**config.mk**
```make
export PLATFORM = sky130hd
export DESIGN_NAME = dmem_bridge
export DESIGN_NICKNAME = d
export VERILOG_FILES = /design/src/rtl/dmem_pkg.sv /design/src/rtl/dmem_lane_align.sv /design/src/rtl/dmem_bridge.sv
export SDC_FILE = /design/constraint.sdc
export NUM_CORES = 1
export LEC_CHECK = 0
export CORE_ASPECT_RATIO = 1.2
export CORE_MARGIN = 3
export CORE_UTILIZATION = 56
export DETAILED_ROUTE_END_ITERATION = 8
export DONT_BUFFER_PORTS = 1
export HOLD_SLACK_MARGIN = 0.08
export PLACE_DENSITY = 0.71
export SYNTH_ARGS = -nofsm -noshare
export SYNTH_HDL_FRONTEND = slang
export SYNTH_SLANG_ARGS = --single-unit
export TNS_END_PERCENT = 5
```
**constraint.sdc**
```tcl
create_clock -name clk_in -period 3.9 [get_ports clk_in]
set_input_delay 0.78 -clock clk_in [delete_from_list [all_inputs] [get_ports clk_in]]
set_output_delay 0.78 -clock clk_in [all_outputs]
set_load 0.01 [all_outputs]
```
**src/rtl/dmem_pkg.sv**
```systemverilog
// dmem_pkg: shared size codes, FSM states and the alignment predicate for the data-memory bridge.
package dmem_pkg;

    localparam logic [1:0] SZ_BYTE = 2'b00;
    localparam logic [1:0] SZ_HALF = 2'b01;
    localparam logic [1:0] SZ_WORD = 2'b10;
    localparam logic [1:0] SZ_RSVD = 2'b11;

    typedef enum logic [1:0] {
        S_IDLE  = 2'b00,
        S_MERGE = 2'b01,
        S_RESP  = 2'b10
    } state_e;

    function automatic logic misaligned(input logic [1:0] size, input logic [1:0] off);
        return (size == SZ_RSVD) || (size == SZ_HALF && off[0]) || (size == SZ_WORD && off != 2'b00);
    endfunction

endpackage

```
**src/rtl/dmem_lane_align.sv**
```systemverilog
// dmem_lane_align: combinational lane logic; STORE=0 extracts and extends a load lane,
// STORE=1 merges right-aligned store data into the addressed lane of the old word.
import dmem_pkg::*;

module dmem_lane_align #(
    parameter bit STORE = 1'b0
) (
    input  logic [31:0] word_i,
    input  logic [31:0] data_i,
    input  logic [1:0]  off_i,
    input  logic [1:0]  size_i,
    input  logic        uns_i,
    output logic [31:0] res_o
);

    logic [7:0]  b;
    logic [15:0] h;
    logic [31:0] ld, rep, mask;

    always_comb begin
        b    = word_i[{off_i, 3'b000} +: 8];
        h    = off_i[1] ? word_i[31:16] : word_i[15:0];
        ld   = size_i == SZ_BYTE ? {{24{b[7] & ~uns_i}}, b} :
               size_i == SZ_HALF ? {{16{h[15] & ~uns_i}}, h} : word_i;
        // Replicate the store data across lanes, then keep only the addressed lane.
        rep  = size_i == SZ_BYTE ? {4{data_i[7:0]}} :
               size_i == SZ_HALF ? {2{data_i[15:0]}} : data_i;
        mask = size_i == SZ_BYTE ? 32'hFF << {off_i, 3'b000} :
               size_i == SZ_HALF ? (off_i[1] ? 32'hFFFF_0000 : 32'h0000_FFFF) : 32'hFFFF_FFFF;
        res_o = STORE ? (word_i & ~mask) | (rep & mask) : ld;
    end

endmodule

```
**src/rtl/dmem_bridge.sv**
```systemverilog
// dmem_bridge: CPU load/store port to word-wide async-read SRAM, with read-modify-write for sub-word stores.
// Optional DMEM_ALIGN_CHECK_EN flags misaligned/reserved requests with cpu_rsp_err instead of accessing memory.
import dmem_pkg::*;

module dmem_bridge #(
    parameter int ADDR_W = 11,
    parameter int DATA_W = 32
) (
    input  logic              clk_in,
    input  logic              reset,
    input  logic              cpu_req_valid,
    output logic              cpu_req_ready,
    input  logic              cpu_req_we,
    input  logic [1:0]        cpu_req_size,
    input  logic              cpu_req_unsigned,
    input  logic [31:0]       cpu_req_addr,
    input  logic [DATA_W-1:0] cpu_req_wdata,
    output logic              cpu_rsp_valid,
    output logic [DATA_W-1:0] cpu_rsp_rdata,
    output logic              cpu_rsp_err,
    output logic [ADDR_W-1:0] ram_a,
    output logic [DATA_W-1:0] ram_d,
    output logic              ram_we,
    input  logic [DATA_W-1:0] ram_rdata
);

    state_e            state_q;
    logic              ready_q, rsp_valid_q, rsp_err_q;
    logic [DATA_W-1:0] rsp_rdata_q, wdata_q, ld_data, mrg_data;
    logic [ADDR_W+1:0] addr_q;
    logic [1:0]        size_q;
    logic              accept, flag, wr_word, merge_we, unused;

    assign cpu_req_ready = ready_q;
    assign cpu_rsp_valid = rsp_valid_q;
    assign cpu_rsp_rdata = rsp_rdata_q;
    assign cpu_rsp_err   = rsp_err_q;

`ifdef DMEM_ALIGN_CHECK_EN
    assign flag = misaligned(cpu_req_size, cpu_req_addr[1:0]);
`else
    assign flag = 1'b0;
`endif

    // High address bits wrap within the SRAM.
    assign unused = ^cpu_req_addr[31:ADDR_W+2];

    // Reset gates every write-side signal so nothing reaches the SRAM in the reset cycle.
    assign accept   = cpu_req_valid && ready_q && !reset;
    assign wr_word  = accept && cpu_req_we && cpu_req_size[1] && !flag;
    assign merge_we = state_q == S_MERGE && !reset;
    assign ram_we   = wr_word || merge_we;
    assign ram_a    = merge_we ? addr_q[ADDR_W+1:2] : accept ? cpu_req_addr[ADDR_W+1:2] : '0;
    assign ram_d    = wr_word ? cpu_req_wdata : merge_we ? mrg_data : '0;

    dmem_lane_align #(.STORE(1'b0)) u_load (
        .word_i (ram_rdata),
        .data_i ('0),
        .off_i  (cpu_req_addr[1:0]),
        .size_i (cpu_req_size),
        .uns_i  (cpu_req_unsigned),
        .res_o  (ld_data)
    );

    dmem_lane_align #(.STORE(1'b1)) u_store (
        .word_i (ram_rdata),
        .data_i (wdata_q),
        .off_i  (addr_q[1:0]),
        .size_i (size_q),
        .uns_i  (1'b0),
        .res_o  (mrg_data)
    );

    always_ff @(posedge clk_in) begin
        if (reset) begin
            state_q     <= S_IDLE;
            ready_q     <= 1'b1;
            rsp_valid_q <= 1'b0;
            rsp_err_q   <= 1'b0;
            rsp_rdata_q <= '0;
            addr_q      <= '0;
            size_q      <= '0;
            wdata_q     <= '0;
        end else begin
            case (state_q)
                S_IDLE: if (accept) begin
                    ready_q     <= 1'b0;
                    rsp_err_q   <= flag;
                    rsp_rdata_q <= (cpu_req_we || flag) ? '0 : ld_data;
                    addr_q      <= cpu_req_addr[ADDR_W+1:0];
                    size_q      <= cpu_req_size;
                    wdata_q     <= cpu_req_wdata;
                    if (cpu_req_we && !cpu_req_size[1] && !flag) begin
                        state_q <= S_MERGE;
                    end else begin
                        state_q     <= S_RESP;
                        rsp_valid_q <= 1'b1;
                    end
                end
                S_MERGE: begin
                    state_q     <= S_RESP;
                    rsp_valid_q <= 1'b1;
                end
                S_RESP: begin
                    state_q     <= S_IDLE;
                    ready_q     <= 1'b1;
                    rsp_valid_q <= 1'b0;
                    rsp_err_q   <= 1'b0;
                    rsp_rdata_q <= '0;
                end
                default: begin
                    state_q <= S_IDLE;
                    ready_q <= 1'b1;
                end
            endcase
        end
    end

endmodule

```
==> metrics, run 1 <==
Remaining DRCs 0; DP Cell Count 653; non-filler instance count after layout 669; Post-synth EDFFs 0; vias in the first global route between 3k and 4k; Leak 2.02 nW; crit path time final 3.31 ns; num rows 36; Yosys top cell area share 34.7%; GRT overflow 0; Synth area leaders dfxtp_1 (35%), nand2_1 (11%), mux2_2 (6.1%); Async S/R FF share, synth 0%; final hold vios 0; combinational family with the most area after synthesis simple AND/OR/NAND/NOR gates; fin nets about 660; Min Hold Slack 0.454 ns; GR Util All Layers between 20% and 30%; TritonCTS Buffers 9; worst reg2reg setup slack approximately 1.6 ns; postcts setup bufs 0; status completed; R2R cell count 6; peak supply drop roughly 210 uV; Synth Area in Compound Gates approximately a fifth; Hold WC Path Type reg2reg; first-pass GRT wire length between 20 and 25 mm; worst clock skew about 0.0086 ns; clock sinks just over 80; drt wl/cell between 20 and 25 um; # diodes 0; Worst-Margin Slew approximately 0.95 ns; Root Buffer clkbuf_8; post-synthesis xor/xnor area fraction 0%; DP Wirelength 9.89 mm; post-synthesis sequential area ratio roughly a third; mux contribution to synthesized area around 15%; drt via density ~6.3; Max-Cap Viols 0; Hold Path Origin addr_q[3]; post-synth cell types 45; crit path from size_q[1]; Core Area between 8000 and 9000 um^2; worst flop-to-flop path endpoint cpu_rsp_rdata[20]; CTS Hold Bufs 0; post-synthesis simple-gate area fraction between 20 and 25%; setup TNS 0 ns; Max Fclk around 0.30 GHz; Cell Area, Synth about 4800 um^2; IO Pins roughly 180; Die Y between 100 and 150 um; syn_area_per_cell 8.22 um^2; share of cells above drive strength 1 between 10 and 15%; yosys warns 0; Setup CP Type reg2out; max_slew headroom 36.3%; final WL approximately 14 mm; Worst EP arrival approximately 2.5 ns; DRT iter0 DRCs 295; Starting Density about 58%; Synth top cells by count nand2_1 (139), dfxtp_1 (83), o21ai_0 (42); First-pass DRT Iterations 6; final worst slack slightly below 0.6 ns; Synth Area in Adders less than 1%; CTS tree done; Port Buffers 0; dpl ws 0.792 ns; PostCTS Resize Cnt 0; Reg-to-Reg Start state_q[1]; Period Utilization, post-route a little over four fifths; PD cells around 410 nW/um^2; H-tree levels 3; Synth Flop Type dfxtp_1; Pins Over Slew Limit 0; unrepaired setup endpoints after global routing no; area delta synth->final 4.07%; WHS Path Cells 2; clk buf depth 2; Die Area ~9700 um^2; Synth Instances 583; DIE WIDTH about 90 um; Post-DRT Antenna Nets 0; GP Congestion 0.869; Post-Synthesis Net Count 689; count leader, synth nand2_1; Worst setup EP type output pin; Via Count 4,225; Reg clk slew, reported paths around 0.090 ns; WP data required around 3.1 ns; Synth area leader dfxtp_1; critical path launch point type flip-flop; initial antenna violation count 0; Clock Latency Late Sink approximately 0.36 ns; largest net degree at the start of global routing between 50 and 60; crit path to ram_d[9]; synthesized flop and latch total 83; final setup fails 0; worst-path fanout max 23
power breakdown:
| part | switching, mW | total [mW] | leakage [nW] | internal, mW |
|---|---|---|---|---|
| Combinational | 0.198 | 0.370 | 1.23 | 0.172 |
| Sequential | 0.0723 | 0.992 | 0.678 | 0.919 |
| Clock | 0.334 | 0.699 | 0.110 | 0.365 |
| Total | 0.605 | 2.06 | 2.02 | 1.46 |
layer usage:
layer,routed length [um],up-vias,track usage [%],share of wire [%]
met2,6550,202,44.0,47
met4,365,0,10.9,2.6
met5,0,-,0,0
met3,1070,26,6.71,7.7
li1,-,2006,-,-
met1,5890,1991,37.7,42
cell families after synthesis:
group / count (synthesis)
compound gates: 142
fa+ha+maj: 3
buf+inv: 62
flops: 83
mux: 58
other cells: 1
simple gates: 234
worst max-delay path, stage by stage (launching register included):
cell     delay, ns
dfxtp_1       0.96
nor2_1        0.41
mux2_2        0.32
mux2i_1       0.07
o21ai_0       0.41
cell usage in the layout, fill, tap and decap left out, types with 9 or more instances in the layout:
master	Yosys	final
nand2_2	10	10
mux2_2	26	26
o21ai_0	42	42
nor2b_1	11	11
inv_1	12	12
dfxtp_1	83	83
nand2_1	139	139
nand3b_1	36	36
a21oi_1	23	23
mux2i_1	25	25
a22o_1	19	19
a22oi_1	16	16
o22ai_1	14	14
clkbuf_8	0	9
stage by stage:
step                instance area, um^2  util, %  total power, mW
floorplan                          4790        -             1.32
finish                             4990     60.5             2.06
detailed placement                 4760     57.8             1.38
global route                       4990     60.5             2.15
CTS                                4990     60.5             2.07
global placement                   4760     57.8             1.36
area by class of cell:
class	count	area, um^2
Clock buffer	9	124
Sequential cell	83	1660
Clock inverter	7	98.8
Tap cell	114	143
Fill cell	757	3260
Multi-Input combinational cell	438	2870
Timing Repair Buffer	6	45.0
Inverter	12	45.0
registers in the layout, indices dropped and copies added, names as in the netlist:
signal / count
addr_q: 13
cpu_req_ready: 1
cpu_rsp_rdata: 32
cpu_rsp_valid: 1
size_q: 2
state_q: 2
wdata_q: 32
worst min path at each step:
| stage | to | slack [ns] |
|---|---|---|
| floorplan | addr_q[10] | 0.44 |
| global placement | addr_q[3] | 0.44 |
| detailed placement | addr_q[3] | 0.44 |
| CTS | addr_q[3] | 0.46 |
| global route | addr_q[2] | 0.46 |
| finish | addr_q[3] | 0.45 |
Power figures use the tool's default switching activity.
==> inputs of run 2 (changes only) <==
PLACE_DENSITY = 0.74   (was 0.71)
clock period = 2.8 ns   (was 3.9 ns; I/O delays follow)
==> run 2 against run 1 <==
Combinational power grew 46%. Worst setup slack lost 0.47 ns. Power grew 32%. Clock power grew 15%. Clock skew grew 0.0045 ns. Critical path depth grew 1. Count of clock-buffer cells in the layout grew 2. Routed wire length grew 1.6%. Core utilization grew 2.8 points. Worst hold slack lost 0.19 ns. Highest routed layer unchanged.
==> metrics, run 2 (synthesized netlist as in run 1, its figures left out) <==
Pins Over Slew Limit 0; fin nets roughly 700; vias in the first global route between 3k and 4k; R2R cell count 6; design area around 5200 um^2; DP Wirelength roughly 10 mm; First-pass DRT Iterations 8; share of cells above drive strength 1 19.5%; DIE WIDTH about 90 um; WHS Path Cells 1; drt wl/cell 20.0 um; most frequent cells in the layout nand2_1 (139), dfxtp_1 (82), o21ai_0 (42), buf_4 (41), nand3b_1 (36); GR Util All Layers around 28%; worst clock skew ~0.013 ns; Worst EP arrival between 2 and 2.5 ns; Worst setup EP type output pin; setup TNS 0 ns; GRT overflow 0; Root Buffer clkbuf_8; Setup CP Type reg2out; IO Pins approximately 180; final hold vios 0; Min Hold Slack about 0.26 ns; Period Utilization, post-route between 90% and 100%; Max-Cap Viols 0; Layout fillers between 700 and 800; Max Fclk ~0.37 GHz; Via Count 4,395; clock sinks 83; WHS Endpoint addr_q[12]; num rows 36; Reg-to-Reg Start state_q[0]; peak supply drop between 300 and 400 uV; TritonCTS Buffers 9; crit path time final ~2.7 ns; Remaining DRCs 0; commonest non-fill, non-tap cell in the layout nand2_1; status completed; placed inst area between 5000 and 6000 um^2; Leak between 2 and 2.5 nW; # diodes 0; worst flop-to-flop path endpoint cpu_rsp_rdata[21]; PD cells around 520 nW/um^2; GP Congestion 0.884; clk buf depth 2; area delta synth->final 8.96%; Core Area ~8200 um^2; Starting Density between 50% and 60%; largest net degree at the start of global routing a little under 60; initial antenna violation count 0; final setup fails 0; Die Y 107 um; Clock Latency Late Sink ~0.36 ns; max_slew headroom about half; Post-DRT Antenna Nets 0; H-tree levels 3; WP data required ~2.2 ns; Die Area between 9000 and 10,000 um^2; Reg clk slew, reported paths roughly 0.09 ns; postcts setup bufs 0; Hold Path Origin reset; Port Buffers 0; unrepaired setup endpoints after global routing no; Worst-Margin Slew approximately 0.75 ns; Hold WC Path Type in2reg; worst-path fanout max 13; DRT iter0 DRCs ~440; worst reg2reg setup slack roughly 0.53 ns; final WL between 10 and 15 mm; CTS tree done; post-layout util between 60% and 70%; drt via density around 6.2; critical path launch point type flip-flop; first-pass GRT wire length about 22 mm
## run 2: worst max path at each step
stage	startpoint	slack [ns]	endpoint
2_1_floorplan	reset	0.53	ram_d[10]
3_5_place_dp	size_q[0]	0.40	ram_d[14]
4_1_cts	size_q[1]	0.08	ram_d[17]
5_1_grt	size_q[0]	0.01	ram_d[14]
6_report	size_q[0]	0.12	ram_d[31]
3_3_place_gp	size_q[0]	0.42	ram_d[9]
## run 2: power breakdown
group	leakage, nW	internal [mW]	switching, mW
Clock	0.0937	0.350	0.454
Combinational	1.42	0.260	0.280
Sequential	0.678	1.28	0.100
Total	2.19	1.89	0.834
## run 2: repair_timing
action | in CTS | in global routing
pin swaps | 0 | 0
endpoints found under the setup margin | 3 | 7
hold buffers | 0 | 0
resized for setup | 2 | 3
## run 2: area by class of cell
cell class	count	area [um^2]	share of cell area [%]
Clock buffer	11	141	2.71
Sequential cell	83	1660	31.8
Timing Repair Buffer	41	308	5.90
Multi-Input combinational cell	438	2890	55.3
Tap cell	114	143	2.73
Inverter	12	45.0	0.863
Clock inverter	5	36.3	0.695
## run 2: metal layers
metal	share of wire [%]	vias to the layer above	global-route usage, %
met5	0	-	0
met4	2.2	0	9.85
met3	8.8	25	6.99
met2	47	206	44.2
met1	42	2087	37.7
li1	-	2077	-
## run 2: metrics by stage
step | setup slack, ns | std cells | total power, mW
finish | 0.118 | 704 | 2.73
global placement | 0.420 | 688 | 1.91
floorplan | 0.533 | 583 | 1.83
detailed placement | 0.401 | 688 | 1.93
global route | 0.0124 | 704 | 2.85
CTS | 0.0845 | 704 | 2.72
## run 2: critical path, stage by stage (launching register included)
cell and delay [ns]:
dfxtp_2 0.52, o21a_1 0.19, nor2b_1 0.49, a222oi_1 0.17, o21ai_0 0.22, buf_4 0.15
